### src/rtl/mt9v032_sync_ctrl.sv
// Training and alignment sequencer for WIDTH MT9V032 LVDS receive channels.
// Drives sensor/deserializer training, checks cross-channel frame skew, asserts rdy once locked.
module mt9v032_sync_ctrl #(
  parameter int WIDTH       = 1,
  parameter int TIMEOUT     = 65535,
  parameter int SKEW_MAX    = 4,
  parameter int LOCK_FRAMES = 2
) (
  input  logic             clk_px,
  input  logic             rst_px,
  input  logic             en,
  input  logic [WIDTH-1:0] train_done,
  input  logic [WIDTH-1:0] frame_valid,
  output logic             sensor_train,
  output logic [WIDTH-1:0] train_start,
  output logic             rdy,
  output logic             err,
  output logic [7:0]       err_cnt,
  output logic [2:0]       state
);
  localparam int TW = (TIMEOUT > 1) ? $clog2(TIMEOUT) : 1;

  typedef enum logic [2:0] {
    IDLE      = 3'd0,
    TRAIN     = 3'd1,
    WAIT_DONE = 3'd2,
    RELEASE   = 3'd3,
    ALIGN     = 3'd4,
    RUN       = 3'd5
  } state_t;

  state_t           state_reg;
  logic [WIDTH-1:0] fv_q;
  logic [WIDTH-1:0] seen;
  logic [TW-1:0]    to_cnt;
  logic [4:0]       skew_cnt;
  logic [3:0]       frame_cnt;
  logic             run_track;

  logic [WIDTH-1:0] fv_rise;
  logic [WIDTH-1:0] seen_next;
  logic             all_done;
  logic             any_rise;
  logic             all_rise;
  logic             misalign;
  logic             aligned;
  logic             last_frame;
  logic             timeout;
  logic             fail;

  assign state = state_reg;

  always_comb begin
    fv_rise    = frame_valid & ~fv_q;
    seen_next  = seen | fv_rise;
    all_done   = &train_done;
    any_rise   = |fv_rise;
    all_rise   = &fv_rise;
    // skew_cnt + 1 is the number of cycles elapsed since the first rise of the frame
    misalign   = (|(fv_rise & seen)) || ((skew_cnt + 5'd1) > 5'(SKEW_MAX));
    aligned    = !misalign && (&seen_next);
    last_frame = (frame_cnt + 4'd1) == 4'(LOCK_FRAMES);
    timeout    = to_cnt == TW'(TIMEOUT - 1);
    fail       = 1'b0;
    case (state_reg)
      WAIT_DONE: fail = !all_done && timeout;
      RELEASE:   fail = !all_done;
      ALIGN:     fail = !all_done || misalign;
      RUN:       fail = !all_done || (run_track && misalign);
      default:   fail = 1'b0;
    endcase
  end

  always_ff @(posedge clk_px or posedge rst_px) begin
    if (rst_px) begin
      state_reg    <= IDLE;
      sensor_train <= 1'b1;
      train_start  <= '0;
      rdy          <= 1'b0;
      err          <= 1'b0;
      err_cnt      <= 8'd0;
      fv_q         <= '0;
      seen         <= '0;
      to_cnt       <= '0;
      skew_cnt     <= 5'd0;
      frame_cnt    <= 4'd0;
      run_track    <= 1'b0;
    end else begin
      fv_q        <= frame_valid;
      train_start <= '0;
      err         <= 1'b0;
      if (!en) begin
        state_reg    <= IDLE;
        sensor_train <= 1'b1;
        rdy          <= 1'b0;
        seen         <= '0;
        to_cnt       <= '0;
        skew_cnt     <= 5'd0;
        frame_cnt    <= 4'd0;
        run_track    <= 1'b0;
      end else if (fail) begin
        state_reg    <= TRAIN;
        train_start  <= '1;
        sensor_train <= 1'b1;
        rdy          <= 1'b0;
        err          <= 1'b1;
        if (err_cnt != 8'hFF) err_cnt <= err_cnt + 8'd1;
        seen         <= '0;
        skew_cnt     <= 5'd0;
        frame_cnt    <= 4'd0;
        run_track    <= 1'b0;
      end else begin
        case (state_reg)
          IDLE: begin
            state_reg   <= TRAIN;
            train_start <= '1;
          end
          TRAIN: begin
            state_reg <= WAIT_DONE;
            to_cnt    <= '0;
          end
          WAIT_DONE: begin
            if (all_done) begin
              state_reg    <= RELEASE;
              sensor_train <= 1'b0;
            end else begin
              to_cnt <= to_cnt + TW'(1);
            end
          end
          RELEASE: begin
            if (any_rise) begin
              // every channel rising together is a zero-skew frame, counted right away
              if (all_rise) begin
                if (last_frame) begin
                  state_reg <= RUN;
                  rdy       <= 1'b1;
                  frame_cnt <= 4'd0;
                end else begin
                  frame_cnt <= frame_cnt + 4'd1;
                end
              end else begin
                state_reg <= ALIGN;
                seen      <= fv_rise;
                skew_cnt  <= 5'd0;
              end
            end
          end
          ALIGN: begin
            if (aligned) begin
              seen <= '0;
              if (last_frame) begin
                state_reg <= RUN;
                rdy       <= 1'b1;
                frame_cnt <= 4'd0;
              end else begin
                state_reg <= RELEASE;
                frame_cnt <= frame_cnt + 4'd1;
              end
            end else begin
              seen     <= seen_next;
              skew_cnt <= skew_cnt + 5'd1;
            end
          end
          RUN: begin
            if (run_track) begin
              if (aligned) begin
                run_track <= 1'b0;
                seen      <= '0;
              end else begin
                seen     <= seen_next;
                skew_cnt <= skew_cnt + 5'd1;
              end
            end else if (any_rise && !all_rise) begin
              run_track <= 1'b1;
              seen      <= fv_rise;
              skew_cnt  <= 5'd0;
            end
          end
          default: begin
            state_reg    <= IDLE;
            sensor_train <= 1'b1;
            rdy          <= 1'b0;
          end
        endcase
      end
    end
  end
endmodule

### config.mk
export PLATFORM = sky130hd
export DESIGN_NAME = mt9v032_sync_ctrl
export DESIGN_NICKNAME = d
export VERILOG_FILES = /design/src/rtl/mt9v032_sync_ctrl.sv
export SDC_FILE = /design/constraint.sdc
export NUM_CORES = 1
export LEC_CHECK = 0
export BUFFER_PORTS_ARGS = -buffer_cell sky130_fd_sc_hd__buf_2
export CAP_MARGIN = 10
export CORE_ASPECT_RATIO = 0.5
export CORE_MARGIN = 4
export CORE_UTILIZATION = 45
export CTS_CLUSTER_SIZE = 12
export DETAILED_ROUTE_END_ITERATION = 16
export MAX_ROUTING_LAYER = met4
export PLACE_DENSITY = 0.65
export SYNTH_ARGS = -nofsm -noshare
export SYNTH_HDL_FRONTEND = slang
export SYNTH_SLANG_ARGS = --single-unit
### constraint.sdc
create_clock -name clk_px -period 2.3 [get_ports clk_px]
set_input_delay 0.345 -clock clk_px [delete_from_list [all_inputs] [get_ports clk_px]]
set_output_delay 0.345 -clock clk_px [all_outputs]
set_load 0.1 [all_outputs]
======== Yosys cells after proc, flatten, opt, wreduce, memory -nomap -nowiden ========
Index checks and enable logic that the tools add are counted.
word-level totals
  register bits ........................... 43
  output and inout bits ................... 15
  word-level logic and storage cells ...... 110
cells by class
  add/subtract/negate cells ............... 4
  magnitude comparators ................... 1
  equal/unequal tests ..................... 22
  muxes and demuxes ....................... 49
  bitwise operators ....................... 4
  reductions and logical operators ........ 18
operators with widths
  operator                                                                 number
  16-bit 2-to-1 mux                                                        3
  16-bit case mux with 2 select lines                                      1
  1-bit 2-to-1 mux                                                         22
  3-bit 2-to-1 mux                                                         7
  4-bit 2-to-1 mux                                                         5
  5-bit 2-to-1 mux                                                         4
  4-bit inequality test, second input constant                             5
  3-bit case mux with 6 select lines                                       1
  16-bit by 1-bit adder with 16-bit output, second input constant          1
  16-bit equality test, second input constant                              1
  3-bit AND reduction                                                      4
  5-bit case mux with 2 select lines                                       1
  8-bit by 1-bit adder with 8-bit output, second input constant            1
  4-bit by 1-bit inequality test with 1-bit output, second input constant  2
  8-bit inequality test, second input constant                             1
  4-bit case mux with 2 select lines                                       1
  3-bit by 2-bit equality test with 1-bit output, second input constant    2
  3-bit equality test, second input constant                               2
  3-bit by 1-bit inequality test with 1-bit output, second input constant  2
  3-bit by 2-bit inequality test with 1-bit output, second input constant  2
  3-bit inequality test, second input constant                             2
  5-bit by 1-bit adder with 5-bit output, second input constant            1
  5-bit by 3-bit > comparator with 1-bit output, second input constant     1
  5-bit AND reduction                                                      1
  17 further kinds                                                         25

======== Depth between registers and ports, before layout ========
Gate-level depths: netlist of the first run.
  depth after elaboration ................. 11
  depth in mapped cells ................... 9
  gate-level depth less buffers ........... 8

======== Worst setup path before layout of the first run ========
OpenSTA, ideal clock, no wires.
  kind .................................... reg2reg
  start point ............................. register state_reg[1] (netlist: state[1])
  end point ............................... register err_cnt[1]
  library setup time ...................... 0.128 ns
  arrival time ............................ 2.532 ns
  required time ........................... 2.172 ns
  slack ................................... -0.360 ns
  cell stages (with the launch flop) ...... 8
  path buffers ............................ 1
  clock period less this slack ............ 2.660 ns
  cell sequence ........................... dfrtp_1 -> or3b_1 -> nor3_2 -> a21oi_1 -> a21bo_1 -> buf_2 -> and3_1 -> mux2_1
between the ends
  cells in the longest elaborated chain, start to end .. 3
RTL lines
  item                                                                                   RTL line  RTL
  start, declared                                                                        32        state_t state_reg;
  start signal, assigned                                                                 76        state_reg <= IDLE;
  start signal, assigned                                                                 93        state_reg <= IDLE;
  start signal, assigned                                                                 102       state_reg <= TRAIN;
  3-bit equality test or 3-bit by 2-bit equality test with 1-bit output (tied branches)  65        case (state_reg)
  1-bit case mux with 4 select lines (*)                                                 65
  3-bit AND reduction (no source line) (*)                                               -
  end signal, assigned                                                                   107       if (err_cnt != 8'hFF) err_cnt <= err_cnt + 8'd1;
  end, declared                                                                          18        output logic [7:0] err_cnt,
Mark *: on every way between the ends. The rest lies on a longest branch, timed or not.
A chain may end at the register's enable or synchronous reset.

======== Worst setup path in the final report of the first run ========
  start point ............................. register state_reg[1] (netlist: state[1])
  end point ............................... register to_cnt[13]
between the ends
  cells in the longest elaborated chain, start to end .. 4
RTL lines
  item                                                                                       RTL line  RTL
  3-bit equality test (tied with other cells)                                                65
  1-bit case mux with 4 select lines or 16-bit case mux with 2 select lines (tied branches)  65, 113
  2-bit inequality test (no source line) or 16-bit 2-to-1 mux (tied branches)                -
  3-bit AND reduction (no source line) or 16-bit 2-to-1 mux (tied branches)                  -
  end signal, assigned                                                                       127       to_cnt <= to_cnt + TW'(1);
  end, declared                                                                              35        logic [TW-1:0] to_cnt;
Parallel ways exist; a longest one is shown, timed or not. The select of a mux whose other input is x is not followed.

==> qor.txt, run 1 <==
crit share post-route -> 0.930
Yosys cell types -> 48
Pwr per Cell Area -> 656 nW/um^2
RSZ-0062 raised after global routing -> false
CP max stage delay -> 0.50 ns
critical path data arrival time -> 2.33 ns
Synth top area share -> 0.432
sequential power share -> 0.451
Ant. Diodes -> 0
Syn Nets -> 278
setup TNS -> 0 ns
number of global-route vias before repair -> 1,987
biggest regs -> to_cnt (16), err_cnt (8), skew_cnt (5)
DR WL/cell -> 14.5 microns
Post-Synthesis Cells -> 266
Setup WS post-layout -> 0.161 ns
most numerous cell in the Yosys netlist -> dfrtp_1
syn_area_per_cell -> 9.15 sq um
Post-Synthesis Cell Area -> 2430 sq um
Slew Limit Fails -> 0
Req. time, crit path -> 2.49 ns
Critical Path End Type -> flop
Worst R2R End -> to_cnt[13]$_DFFE_PP0P_
max reg flops -> 16
largest net degree at the start of global routing -> 17
fin nets -> 307
CORE AREA -> 5070 sq um
Final setup viols -> 0
TritonCTS Sinks -> 43
Starting Density -> 0.480
1st-iter DRT viols -> 90
Worst-Skew Late Latency -> 0.30 ns
Sw Ratio -> 0.360
met2 usage -> 0.284
post-DP HPWL -> 3.77 mm
via-per-instance ratio -> 5.69
multiplexer share of the synthesized area -> 0.0129
post-synthesis adder-cell area fraction -> 0.0360
# IOs -> 20
Pleak -> 0.00123 uW
synth top area cells -> dfrtp_1 43%, ha_1 3.6%, xor2_1 3.6%, nor2_1 3.4%, nand3_1 3.3%
GRT Total Usage -> 0.177
largest family of logic cells by synthesized area -> simple AND/OR/NAND/NOR gates
GR peak layer -> met2
first-pass GRT wire length -> 9.20 mm
Routed Wire Length -> 5.33 mm
DR vias -> 2,083
outcome -> finished clean
GRT met1 Usage -> 0.224
Filler Cell Count -> 455
clock share of power -> 0.286
# hold bufs at CTS -> 0
CP Cell Sequence -> or3b_1 -> a21o_1 -> a211o_1 -> or2_4 -> buf_4 -> o31ai_1
complex-gate fraction of the synthesized area -> 0.181
Chip Width -> 112 microns
Startpoint Class -> flop
Max Cap Viol -> 0
Reg with most FFs -> to_cnt
WS Path Type -> reg2reg
met3 usage in global routing -> 0.0495
Synth async-reset ratio -> 1.00
Max Fclk -> 0.468 GHz
Pre-antenna DRT Iters -> 4
CTS H-tree depth -> 2
Area Growth Syn to Fin -> 15.4%
combinational cell fraction of total power -> 0.262
CTS root buffer -> clkbuf_8
Port Buf Inserts -> 19
worst hold path class -> in2async
TritonCTS clock tree -> done
Yosys top cell by area -> dfrtp_1
Simple-Gate Fraction of Synth Area -> 0.245
internal power -> 1180 uW
Clock Path Buffers -> 2
die height -> 60 microns
Slew @ Worst Pin -> 0.572 ns
NetSw -> 662 uW
Rows -> 18
Register-to-Register Path Depth -> 6
Slew HR -> 0.617
Setup WS pre-CTS -> 0.0723 ns
Post-Synth XOR/XNOR Area -> 0.0468
Fin. Hold Viols -> 0
Worst Skew -> 0.00977 ns
Buffers & Inverters on Critical Path -> 1
die area -> 6720 sq um
initial antenna violation count -> 0
Worst-path clk slew -> 0.08 ns
number of synthesized register bits -> 43
IR drop worst, VDD -> 463 uV
Post-CTS Setup Inserts -> 0
sequential area share after synthesis -> 0.443
Post-route DRC -> 0
FF-to-FF setup slack -> 0.16 ns
Num CTS Buffers -> 5
share of layout cells above drive strength 1 -> 0.179
Tmin final -> 2.14 ns
Critical Path Start -> state[1]$_DFFE_PP0P_
Critical-path top delay cell -> dfrtp_4
Critical R2R Launch -> state[1]$_DFFE_PP0P_
crit-path leading delay family -> compound AO/OA/AOI/OAI gates
top_reg_cell synth -> dfrtp_1
Post-synth top cells -> 42 x dfrtp_1, 22 x nor2_1, 19 x nand2_1
Post-synth EDFFs -> 0
crit path max fanout -> 14
Yosys warnings -> 0
GRT Residual Overflow -> 0
GPL Wtd Cong -> 0.818
antenna-violating nets left -> 0
## what timing repair did
action	4_1_cts	5_1_grt
hold endpoints to repair	0	0
resized for setup	0	5
endpoints found under the setup margin	0	9
## final cells by class
class / instances / area [sq um] / share of cell area
clock buffer: 8 / 100 / 0.0357
inverter: 10 / 37.5 / 0.0134
multi-input combinational: 202 / 1290 / 0.461
sequential: 43 / 1090 / 0.388
tap: 70 / 87.6 / 0.0312
timing repair buffer: 33 / 200 / 0.0713
## power by group through the flow
| stage | Sequential (uW) | Clock, uW | Combinational, uW |
|---|---|---|---|
| 2_1_floorplan | 1060 | 0 | 156 |
| 3_3_place_gp | 842 | 0 | 476 |
| 3_5_place_dp | 846 | 0 | 483 |
| 4_1_cts | 831 | 545 | 485 |
| 5_1_grt | 838 | 585 | 515 |
| 6_report | 832 | 528 | 483 |
## cell families (layout without fill, tap and decap cells)
kind of cell	count (synthesis)	count (layout)
buf+inv	21	51
compound gates	69	69
xor+xnor	13	13
mux	3	3
fa+ha+maj	7	7
simple gates	110	110
flops	43	43
## through the flow
step	hold WS [ns]	total power, uW	area [sq um]	util	std cells
global placement	0.354	1320	2690	0.531	358
floorplan	0.376	1220	2450	-	266
detailed placement	0.354	1330	2690	0.531	358
finish	0.0213	1840	2810	0.554	366
global route	0.0346	1940	2810	0.554	366
CTS	0.0266	1860	2790	0.551	366
## layer usage
metal / wire length, microns / vias to the layer above
li1: - / 1017
met1: 2650 / 1018
met2: 2390 / 40
met3: 215 / 8
met4: 68 / 0
met5: 0 / -
## cell usage in the layout, fill, tap and decap left out, types with 4 or more instances in the layout
| cell | instances |
|---|---|
| nand2b_1 | 5 |
| o21ai_1 | 13 |
| o21ai_0 | 6 |
| o31ai_1 | 10 |
| nand2_1 | 19 |
| nor2b_1 | 4 |
| ha_1 | 6 |
| buf_4 | 14 |
| nor2_1 | 22 |
| clkbuf_8 | 7 |
| and2_1 | 4 |
| a21oi_1 | 14 |
| inv_1 | 9 |
| buf_2 | 19 |
| nand4_1 | 6 |
| or3_1 | 7 |
| xor2_1 | 10 |
| a31oi_1 | 7 |
| nor3_1 | 5 |
| dfrtp_1 | 39 |
| and3_1 | 6 |
| nand3_1 | 16 |
## worst max-delay path by stage
stage	slack [ns]	endpoint	cells after the start
after detailed placement	0.07	err_cnt[1]$_DFFE_PP0P_	6
after CTS	0.05	err_cnt[1]$_DFFE_PP0P_	6
final	0.16	to_cnt[13]$_DFFE_PP0P_	6
after global placement	0.12	err_cnt[1]$_DFFE_PP0P_	6
after global routing	0.03	to_cnt[11]$_DFFE_PP0P_	6
after floorplan	0.006	err_cnt[5]$_DFFE_PP0P_	7
## worst reg2reg max path: stages, from the launching register on
cell and delay, ns:
dfrtp_4 0.50, or3b_1 0.36, a21o_1 0.19, a211o_1 0.26, or2_4 0.32, buf_4 0.16, o31ai_1 0.25
Note: power is estimated with default switching activity, not from simulation.
==> run 2: changes to the inputs <==
- REMOVE_ABC_BUFFERS: not set -> 1
==> qor.txt, run 2 (synthesized netlist as in run 1, its figures left out) <==
outcome -> finished clean
1st-iter DRT viols -> 94
TritonCTS Sinks -> 43
Ant. Diodes -> 0
sequential power share -> 0.444
max reg flops -> 16
share of layout cells above drive strength 1 -> 0.162
GRT Total Usage -> 0.181
Post-route DRC -> 0
FF-to-FF setup slack -> 0.09 ns
area occupied by multi-input gates -> 1290 sq um
first-pass GRT wire length -> 9.36 mm
fin cells -> 366
Post-CTS Setup Inserts -> 0
Startpoint Class -> flop
Total Power -> 1850 uW
Routed Wire Length -> 5.32 mm
combinational cell fraction of total power -> 0.265
Slew @ Worst Pin -> 0.507 ns
Req. time, crit path -> 2.49 ns
antenna-violating nets left -> 0
Clock Path Buffers -> 2
Pleak -> 0.00125 uW
Pwr per Cell Area -> 660 nW/um^2
Worst Skew -> 0.00809 ns
crit share post-route -> 0.959
Tmin final -> 2.21 ns
Starting Density -> 0.480
Worst-path clk slew -> 0.09 ns
die area -> 6720 sq um
Critical Path Start -> skew_cnt[0]$_DFFE_PP0P_
Final setup viols -> 0
worst hold slack -> 0.0513 ns
via-per-instance ratio -> 5.66
Register-to-Register Path Depth -> 7
CTS root buffer -> clkbuf_8
Fin. Hold Viols -> 0
Max Cap Viol -> 0
critical path data arrival time -> 2.39 ns
Pre-antenna DRT Iters -> 4
Max Fclk -> 0.453 GHz
internal power -> 1180 uW
placed cells -> 358
Critical Path End Type -> flop
Slew Limit Fails -> 0
most common cell after layout, fill and taps aside -> dfrtp_1
TritonCTS clock tree -> done
IR drop worst, VDD -> 400 uV
NetSw -> 672 uW
setup TNS -> 0 ns
worst hold path class -> in2async
biggest regs -> to_cnt (16), err_cnt (8), skew_cnt (5)
number of global-route vias before repair -> 1,958
post-route design area -> 2800 sq um
Reg with most FFs -> to_cnt
Critical R2R Launch -> skew_cnt[0]$_DFFE_PP0P_
# hold bufs at CTS -> 0
Num CTS Buffers -> 5
leading cell types in the layout, fill and taps excluded -> 42 x dfrtp_1, 22 x nor2_1, 19 x nand2_1, 19 x buf_2, 16 x nand3_1
Reg area -> 1080 sq um
fin nets -> 307
crit path max fanout -> 8
Port Buf Inserts -> 19
GPL Wtd Cong -> 0.893
CORE AREA -> 5070 sq um
WS Path Type -> reg2reg
largest net degree at the start of global routing -> 34
dpl cell area -> 2690 sq um
Sw Ratio -> 0.363
initial antenna violation count -> 0
Chip Width -> 112 microns
DR WL/cell -> 14.5 microns
die height -> 60 microns
Area Growth Syn to Fin -> 15.2%
post-cts sizing count -> 0
CTS H-tree depth -> 2
Rows -> 18
Filler Cell Count -> 452
# IOs -> 20
Worst R2R End -> err_cnt[1]$_DFFE_PP0P_
post-DP HPWL -> 3.81 mm
Slew HR -> 0.661
clock share of power -> 0.291
GRT Residual Overflow -> 0
DR vias -> 2,073
Worst-Skew Late Latency -> 0.30 ns
run 2: cell count changes in the layout (fill, tap and decap cells not counted), sizes merged:
cell and change:
clkinv -1, inv +1
run 2: worst max-delay path by stage:
stage                                        end  slack [ns]  cells after the start
after CTS                 err_cnt[1]$_DFFE_PP0P_        0.03                      7
after floorplan           to_cnt[14]$_DFFE_PP0P_       -0.47                      6
final                     err_cnt[1]$_DFFE_PP0P_        0.09                      7
after detailed placement  err_cnt[1]$_DFFE_PP0P_        0.05                      7
after global placement    err_cnt[1]$_DFFE_PP0P_        0.12                      7
after global routing      err_cnt[1]$_DFFE_PP0P_       -0.01                      7
run 2: per-stage QoR:
step | setup slack [ns] | util
after detailed placement | 0.0502 | 0.530
after CTS | 0.0342 | 0.550
after floorplan | -0.471 | -
after global placement | 0.120 | 0.530
after global routing | -0.0103 | 0.553
final | 0.0933 | 0.553
run 2: final cells by class:
type / count / area share
clock buffers: 8 / 0.0357
inverters: 10 / 0.0134
multi-input cells: 202 / 0.459
flip-flops and latches: 43 / 0.384
well taps: 70 / 0.0312
repair buffers: 33 / 0.0759
run 2: power groups by stage:
stage                     registers [uW]  logic, uW  clock network [uW]
final                                821        490                 538
after global routing                 829        526                 593
after CTS                            822        491                 551
after detailed placement             837        489                   0
after global placement               833        480                   0
after floorplan                     1070        134                   0
run 2: worst max-delay path, cell delays in order (launching register included):
cell     delay, ns
dfrtp_1       0.42
ha_2          0.23
nor3b_1       0.20
a21oi_1       0.10
a211o_1       0.33
a21bo_4       0.26
and3_1        0.22
mux2_1        0.32
run 2: per-layer routing:
metal / up-vias / GRT usage / share of wire
met3: 6 / 0.0455 / 0.043
met5: - / - / 0
met1: 1013 / 0.239 / 0.50
met2: 30 / 0.278 / 0.45
li1: 1024 / - / -
met4: 0 / 0.0565 / 0.0096
==> run 3: changes to the inputs <==
- PLACE_DENSITY: 0.65 -> not set
- clock period: 2.3 -> 2.41 ns (I/O delays scaled with it)
==> qor.txt, run 3 (synthesized netlist as in run 1, its figures left out) <==
outcome -> finished clean
max reg flops -> 16
Startpoint Class -> flop
biggest regs -> to_cnt (16), err_cnt (8), skew_cnt (5)
Tmin final -> 2.28 ns
Reg with most FFs -> to_cnt
worst hold path class -> in2async
DR WL/cell -> 14.4 microns
CP max stage delay -> 0.47 ns
RSZ-0062 raised after global routing -> false
share of layout cells above drive strength 1 -> 0.148
Setup WS pre-CTS -> 0.0797 ns
Pwr per Cell Area -> 620 nW/um^2
Post-route DRC -> 0
crit path max fanout -> 14
Pleak -> 0.00123 uW
Chip Width -> 112 microns
Filler Cell Count -> 477
TritonCTS Sinks -> 43
GRT Total Usage -> 0.171
number of global-route vias before repair -> 1,900
Pre-antenna DRT Iters -> 4
Port Buf Inserts -> 19
Max Fclk -> 0.439 GHz
FF-to-FF setup slack -> 0.13 ns
Final Util -> 0.541
Slew Limit Fails -> 0
TritonCTS clock tree -> done
Routed Wire Length -> 5.22 mm
# IOs -> 20
Fin. Hold Viols -> 0
Rows -> 18
Final setup viols -> 0
1st-iter DRT viols -> 120
Total Power -> 1700 uW
first-pass GRT wire length -> 8.96 mm
IR drop worst, VDD -> 349 uV
CTS root buffer -> clkbuf_8
area occupied by multi-input gates -> 1280 sq um
Num CTS Buffers -> 5
die height -> 60 microns
CTS H-tree depth -> 2
Starting Density -> 0.480
Reg area -> 1080 sq um
via-per-instance ratio -> 5.60
post-DP HPWL -> 3.61 mm
leading cell types in the layout, fill and taps excluded -> 42 x dfrtp_1, 22 x nor2_1, 19 x nand2_1, 19 x buf_2, 16 x nand3_1
fin nets -> 303
Slew @ Worst Pin -> 0.584 ns
Max Cap Viol -> 0
Ant. Diodes -> 0
critical path data arrival time -> 2.51 ns
Worst-path clk slew -> 0.08 ns
largest net degree at the start of global routing -> 44
Buffers & Inverters on Critical Path -> 0
CORE AREA -> 5070 sq um
WS Path Type -> reg2reg
crit-path leading delay family -> simple AND/OR/NAND/NOR gates
GPL Wtd Cong -> 0.839
Critical-path top delay cell -> dfrtp_1
antenna-violating nets left -> 0
Area Growth Syn to Fin -> 12.7%
GRT Residual Overflow -> 0
Clock Path Buffers -> 2
Req. time, crit path -> 2.64 ns
die area -> 6720 sq um
initial antenna violation count -> 0
Setup WS post-layout -> 0.133 ns
Worst-Skew Late Latency -> 0.29 ns
Slew HR -> 0.608
Worst Skew -> 0.00774 ns
CP Cell Sequence -> or3b_1 -> a21o_1 -> a211o_1 -> or2_2 -> or3_1 -> nand3_1
crit share post-route -> 0.945
Critical Path End Type -> flop
DR vias -> 2,020
most common cell after layout, fill and taps aside -> dfrtp_1
-- run 3: cell count changes in the layout (fill, tap and decap cells not counted), sizes merged --
cell / delta
inv: -1
buf: -4
clkbuf: -2
clkinv: +2
-- run 3: tightest hold or removal path: stages --
cell and delay (ns):
buf_2 0.10, clkinv_1 0.03, buf_4 0.45
-- run 3: timing repair --
action	in CTS	in global routing
buffers inserted	0	0
hold buffers	0	0
endpoints found under the setup margin	0	2
gates resized for setup	0	3
-- run 3: per-stage QoR --
stage / setup TNS [ns] / hold slack [ns] / instance area (sq um) / std cells
6_report: 0 / 0.190 / 2740 / 361
5_1_grt: 0 / 0.178 / 2740 / 361
4_1_cts: 0 / 0.183 / 2730 / 361
3_5_place_dp: 0 / 0.474 / 2640 / 354
3_3_place_gp: 0 / 0.466 / 2640 / 354
2_1_floorplan: -4.26 / 0.393 / 2390 / 255
-- run 3: report_power, final --
part	total, uW	switching [uW]	internal, uW
clock	464	239	225
sequential	784	30.7	754
combinational	451	354	97.3
total	1700	624	1080
-- run 3: layout make-up --
| class | instances | share of cell area |
|---|---|---|
| multi-input combinational | 202 | 0.468 |
| timing repair buffer | 29 | 0.0620 |
| sequential | 43 | 0.393 |
| tap | 70 | 0.0319 |
| inverter | 10 | 0.0137 |
| clock inverter | 1 | 0.00182 |
| clock buffer | 6 | 0.0301 |
-- run 3: per-layer routing --
layer	routed length (microns)	share of wire	vias to the layer above	GRT usage
li1	-	-	1009	-
met1	2710	0.52	979	0.228
met2	2280	0.44	28	0.268
met3	198	0.038	4	0.0465
met4	27	0.0052	0	0.0342
met5	0	0	-	-
-- run 3: path summary, 6_finish.rpt --
kind,from,end,cells after the start
min in group clk_px,frame_valid,fv_q$_DFF_PP0_,1
setup / recovery,state[1]$_DFFE_PP0P_,to_cnt[14]$_DFFE_PP0P_,6
hold / removal,rst_px,to_cnt[9]$_DFFE_PP0P_,3
hold reg to reg,to_cnt[9]$_DFFE_PP0P_,to_cnt[9]$_DFFE_PP0P_,1
setup reg to reg,state[1]$_DFFE_PP0P_,to_cnt[14]$_DFFE_PP0P_,6
max in group asynchronous,rst_px,sensor_train$_DFFE_PP1P_,3
